<file path="src/rtl/aes_round_ctrl_pkg.sv">
// Shared AES-128 constants, FSM encoding and the byte-level helpers used
// by the round controller and its MixColumns datapath.
package aes_round_ctrl_pkg;

    localparam int TEXT_WIDTH      = 128;
    localparam int FOUR_BYTE_WIDTH = 32;
    localparam int BYTE_WIDTH      = 8;
    localparam int S_BOX_SIZE      = 256;
    localparam int NR              = 10;

    localparam logic [BYTE_WIDTH-1:0] RCON_INIT  = 8'h01;
    localparam logic [BYTE_WIDTH-1:0] XTIME_POLY = 8'h1B;

    typedef enum logic [1:0] {
        IDLE = 2'd0,
        SUB  = 2'd1,
        MIX  = 2'd2
    } fsm_e;

    function automatic logic [BYTE_WIDTH-1:0] xtime(input logic [BYTE_WIDTH-1:0] b);
        return {b[6:0], 1'b0} ^ (b[7] ? XTIME_POLY : 8'h00);
    endfunction

    // Byte i sits at [127-8i -: 8]; byte index = 4*column + row.
    function automatic logic [TEXT_WIDTH-1:0] shift_rows(input logic [TEXT_WIDTH-1:0] s);
        logic [TEXT_WIDTH-1:0] o;
        o = '0;
        for (int c = 0; c < 4; c++)
            for (int r = 0; r < 4; r++)
                o[127-8*(4*c+r) -: 8] = s[127-8*(4*((c+r)%4)+r) -: 8];
        return o;
    endfunction

endpackage

</file>
<file path="src/rtl/aes_round_ctrl_mix.sv">
// Combinational MixColumns over the full 128-bit state, one generate lane
// per column.
module aes_mix_columns
    import aes_round_ctrl_pkg::*;
(
    input  logic [TEXT_WIDTH-1:0] data_i,
    output logic [TEXT_WIDTH-1:0] data_o
);

    for (genvar c = 0; c < 4; c++) begin : g_col
        logic [BYTE_WIDTH-1:0] a0, a1, a2, a3;
        assign a0 = data_i[127-32*c -: 8];
        assign a1 = data_i[119-32*c -: 8];
        assign a2 = data_i[111-32*c -: 8];
        assign a3 = data_i[103-32*c -: 8];

        assign data_o[127-32*c -: 8] = xtime(a0) ^ xtime(a1) ^ a1 ^ a2 ^ a3;
        assign data_o[119-32*c -: 8] = a0 ^ xtime(a1) ^ xtime(a2) ^ a2 ^ a3;
        assign data_o[111-32*c -: 8] = a0 ^ a1 ^ xtime(a2) ^ xtime(a3) ^ a3;
        assign data_o[103-32*c -: 8] = xtime(a0) ^ a0 ^ a1 ^ a2 ^ xtime(a3);
    end

endmodule

</file>
<file path="src/rtl/aes_round_ctrl.sv">
// AES-128 encryption sequencer: two cycles per round around an external
// S-box ROM (SUB samples the ROM, MIX finishes the round).
module aes_round_ctrl
    import aes_round_ctrl_pkg::*;
(
    input  logic                       clk_i,
    input  logic                       rst_n_i,
    input  logic                       start_i,
    input  logic [TEXT_WIDTH-1:0]      plaintext_i,
    input  logic [TEXT_WIDTH-1:0]      key_i,
    input  logic [TEXT_WIDTH-1:0]      sbox_text_i,
    input  logic [FOUR_BYTE_WIDTH-1:0] sbox_word_i,
    output logic [TEXT_WIDTH-1:0]      sbox_text_o,
    output logic [FOUR_BYTE_WIDTH-1:0] sbox_word_o,
    output logic                       busy_o,
    output logic                       done_o,
    output logic [TEXT_WIDTH-1:0]      cyphertext_o
);

    fsm_e                  fsm;
    logic [TEXT_WIDTH-1:0] state, rk, tmp;
    logic [3:0]            round;
    logic [BYTE_WIDTH-1:0] rcon;

    logic [FOUR_BYTE_WIDTH-1:0] w0n, w1n, w2n, w3n;
    logic [TEXT_WIDTH-1:0]      sr_tmp, mix_tmp;

    assign sbox_text_o = state;
    assign sbox_word_o = {rk[23:0], rk[31:24]};
    assign busy_o      = (fsm != IDLE);

    // Next round key; sbox_word_i is SubWord(RotWord(w3)) from the ROM.
    assign w0n = rk[127:96] ^ sbox_word_i ^ {rcon, 24'h0};
    assign w1n = rk[95:64]  ^ w0n;
    assign w2n = rk[63:32]  ^ w1n;
    assign w3n = rk[31:0]   ^ w2n;

    assign sr_tmp = shift_rows(tmp);

    aes_mix_columns u_mix (
        .data_i (sr_tmp),
        .data_o (mix_tmp)
    );

    always_ff @(posedge clk_i) begin
        if (!rst_n_i) begin
            fsm          <= IDLE;
            state        <= '0;
            rk           <= '0;
            tmp          <= '0;
            round        <= '0;
            rcon         <= '0;
            cyphertext_o <= '0;
            done_o       <= 1'b0;
        end else begin
            done_o <= 1'b0;
            case (fsm)
                IDLE: begin
                    if (start_i) begin
                        state <= plaintext_i ^ key_i;
                        rk    <= key_i;
                        round <= 4'd1;
                        rcon  <= RCON_INIT;
                        fsm   <= SUB;
                    end
                end
                SUB: begin
                    tmp <= sbox_text_i;
                    rk  <= {w0n, w1n, w2n, w3n};
                    fsm <= MIX;
                end
                MIX: begin
                    if (round == 4'(NR)) begin
                        state        <= sr_tmp ^ rk;
                        cyphertext_o <= sr_tmp ^ rk;
                        done_o       <= 1'b1;
                        fsm          <= IDLE;
                    end else begin
                        state <= mix_tmp ^ rk;
                        round <= round + 4'd1;
                        rcon  <= xtime(rcon);
                        fsm   <= SUB;
                    end
                end
                default: fsm <= IDLE;
            endcase
        end
    end

endmodule

</file>
<file path="config.mk">
export PLATFORM = sky130hd
export DESIGN_NAME = aes_round_ctrl
export DESIGN_NICKNAME = d
export VERILOG_FILES = /design/src/rtl/aes_round_ctrl_pkg.sv /design/src/rtl/aes_round_ctrl_mix.sv /design/src/rtl/aes_round_ctrl.sv
export SDC_FILE = /design/constraint.sdc
export NUM_CORES = 2
export LEC_CHECK = 0
export CORE_AREA = 2 2 275 277
export CTS_CLUSTER_SIZE = 8
export DETAILED_ROUTE_END_ITERATION = 16
export DIE_AREA = 0 0 277 279
export GPL_TIMING_DRIVEN = 0
export PLACE_DENSITY_LB_ADDON = 0.15
export SLEW_MARGIN = 20
export SYNTH_ARGS = -nofsm -noshare
export SYNTH_HDL_FRONTEND = slang
export SYNTH_SLANG_ARGS = --single-unit
</file>
<file path="constraint.sdc">
create_clock -name clk_i -period 5.35 [get_ports clk_i]
set_input_delay 1.07 -clock clk_i [delete_from_list [all_inputs] [get_ports clk_i]]
set_output_delay 1.07 -clock clk_i [all_outputs]
set_load 0.01 [all_outputs]
</file>
==> impl_metrics.toml <==
[power]
p_leak_nw = 16.0
p_total_mw = 13.4
vdd_drop_max_uv = 206
p_per_area_nw_per_um2 = 313

[clock_tree]
cts_setup_buffers = 0
clockBufferDepth = 3
clkLatencyLatePin_ps = 650
htreeDepth = 3
cts_buffers = 76
cts_resized = 0
tritoncts = "built"
holdBufCountCts = 0
cts.clk_slew.worst_paths_ps = 50
root_buffer = "clkbuf_16"
cts.sinks = 527

[yosys]
synth_top_family_by_area = "XOR/XNOR gates"
synthAdderAreaFrac = 0.000769
synth_edf_count = 0
synthMuxAreaShare = 0.0206
ys_top_cells_by_area = "dfxtp_1 32%, xnor2_1 13%, xnor3_1 6.8%"
syn-instance-count = 3891
synth_compound_area_frac = 0.187
synthFlopType = "dfxtp_1"
synth_xor_area_frac = 0.266
yosysTopAreaCellShare = 0.324
async_flop_share = 0
yosysSeqAreaShare = 0.324
ys_seq_elements = 527
netlist_area_um2 = 32500
avgSynthCellArea_um2 = 8.36
yosysWarnings = 0
synth.net_count = 4312
synth_common_cells = "527 x dfxtp_1, 488 x xnor2_1, 484 x nand2_1"
synth_most_common_cell = "dfxtp_1"
synth-simple-area-share = 0.129
synth_cell_types = 68
synth_area_leader_cell = "dfxtp_1"

[placement]
placed_cells = 5569
gp_congestion = 1.06
dpl.hpwl_um = 152000
portBuffers = 708
place_ws_ps = 1040

[worst_setup_path]
setup.worst_path.end_class = "output pin"
path_class = "reg2out"
crit_path_cell_trace = "buf_2 > buf_2 > clkbuf_1 > clkbuf_1 > or2_2 > clkdlybuf4s50_1"
reg2reg_slack_ps = 1130
r2r_end = "sbox_text_o[32]"
worst-path-stages = 6
slowest_delay_ps = 1020
crit_start = "fsm[1]"
worstPathRequired_ps = 4280
cp_max_fo = 11
slowest_stage = "clkbuf_1"
cp_num_buf_inv = 5
startpoint_type = "register"
crit_family = "buffers and inverters"
endpoint = "busy_o"
ff2ff_path_depth = 8
crit_arrival_ps = 3990
reg2reg_from = "round[0]"

[detailed_routing]
drt_iter0_markers = 5187
routed_wl_um = 191000
drtAntennaViolNets = 0
dr.pass1.iters = 10
via_count = 34899
via_per_inst = 6.16
drc = 0
wire_per_inst_um = 33.7

[timing]
hold_viol = 0
fmax_mhz = 198
grt_setup_unrepaired = "false"
slew_violations = 0
relSlewSlack = 0.100
worstMarginPinSlew_ps = 1350
worst_slack_ps = 293
finalSetupTns_ps = 0
clock_skew_ps = 18.8
period_needed_ps = 5060
fin_crit_sh = 0.945
setup_viol = 0

[floorplanning]
rows = 100
fp.coreArea_um2 = 74100
boundaryPins = 709
die_width_um = 277
dieArea_um2 = 77300
initial_core_util = 0.439
die_h_um = 279

[min_path]
hp-class = "reg2reg"

[global_route]
grt_pass1_wl_um = 256000
grt.total_usage = 0.475
grt_max_degree = 11
grt_pass1_vias = 32020
gr-total-overflow = 0
antenna_found_initial = 17

[layout]
fillerInstances = 7044
multi_input_area_um2 = 19600
syn_to_final_growth_pct = 32.1
nets = 5101
drive_gt1_frac = 0.0836
final_cells = 5667
ff_latch_area_um2 = 10600

[run_status]
status = "finished clean"

[job]
max-cap-violations = 0
==> state kept, by name, indices dropped and copies added (netlist names) <==
name,cells
tmp,128
round,4
rk,128
fsm,2
done_o,1
cyphertext_o,128
sbox_text_o,128
rcon,8
==> layout by cell type (no fill, tap or decap), types with 14 or more instances in the layout <==
cell,instances
clkdlybuf4s50_1,708
clkbuf_2,21
nand2_1,484
inv_1,29
xor2_1,166
clkbuf_1,230
buf_4,48
xnor2_2,20
o32a_1,32
and3_1,14
xnor2_1,488
a22oi_1,16
nor3_1,74
nor2_1,397
mux2i_1,40
buf_1,19
o21ai_0,128
a21oi_1,416
a32oi_1,24
o22ai_1,24
xnor3_1,98
clkbuf_16,78
a311o_1,18
mux2_2,23
a211oi_1,105
a222oi_1,42
dfxtp_1,527
buf_2,172
nand3_1,22
o211ai_1,52
==> worst min-delay path, stage by stage (launching register included) <==
cell and delay (ps):
dfxtp_1 310, nand2_1 50, a21oi_1 50
==> cells by family (layout without fill, tap and decap cells) <==
group / Yosys count / in the layout
mux: 64 / 64
compound gates: 954 / 954
xor+xnor: 788 / 788
fa+ha+maj: 2 / 2
simple gates: 1038 / 1038
buf+inv: 518 / 1315
other cells: 0 / 10
flops: 527 / 527
==> how the worst min path moves through the flow <==
stage                                start          endpoint  slack, ps  cells past startpoint
after floorplan             sbox_text_o[0]    sbox_text_o[0]        480                      2
after global placement    sbox_text_o[106]  sbox_text_o[106]        440                      2
after detailed placement   sbox_text_o[18]   sbox_text_o[18]        450                      2
after CTS                  sbox_text_o[18]   sbox_text_o[18]        450                      2
after global routing       sbox_text_o[18]   sbox_text_o[18]        470                      2
final                      sbox_text_o[34]   sbox_text_o[34]        460                      2
==> where the power goes <==
group / switching, mW / internal (mW) / leakage [nW]
Sequential: 0.283 / 4.19 / 4.32
Clock: 1.90 / 2.57 / 0.994
Combinational: 2.55 / 1.94 / 10.7
==> final cells by class <==
type                       instances  share of cell area
timing repair buffer             711               0.166
multi-input combinational       2846               0.457
sequential                       527               0.246
tap                              969              0.0282
inverter                          29             0.00253
clock inverter                     5             0.00154
antenna                           10            0.000583
clock buffer                      81              0.0457
buffer                           489              0.0529
==> through the flow <==
stage / hold WS (ps) / area (um2) / util
2_1_floorplan: 481 / 32500 / -
3_3_place_gp: 443 / 40800 / 0.551
3_5_place_dp: 447 / 40900 / 0.552
4_1_cts: 454 / 42900 / 0.579
5_1_grt: 468 / 42900 / 0.580
6_report: 457 / 43000 / 0.580
==> per-layer routing <==
| layer | up-vias | part of all wire | global-route usage |
|---|---|---|---|
| li1 | 14760 | - | - |
| met1 | 16743 | 0.38 | 0.596 |
| met2 | 2783 | 0.42 | 0.716 |
| met3 | 603 | 0.13 | 0.150 |
| met4 | 10 | 0.069 | 0.278 |
| met5 | - | 0.00048 | 0.00438 |
(Power assumes the default switching activity.)
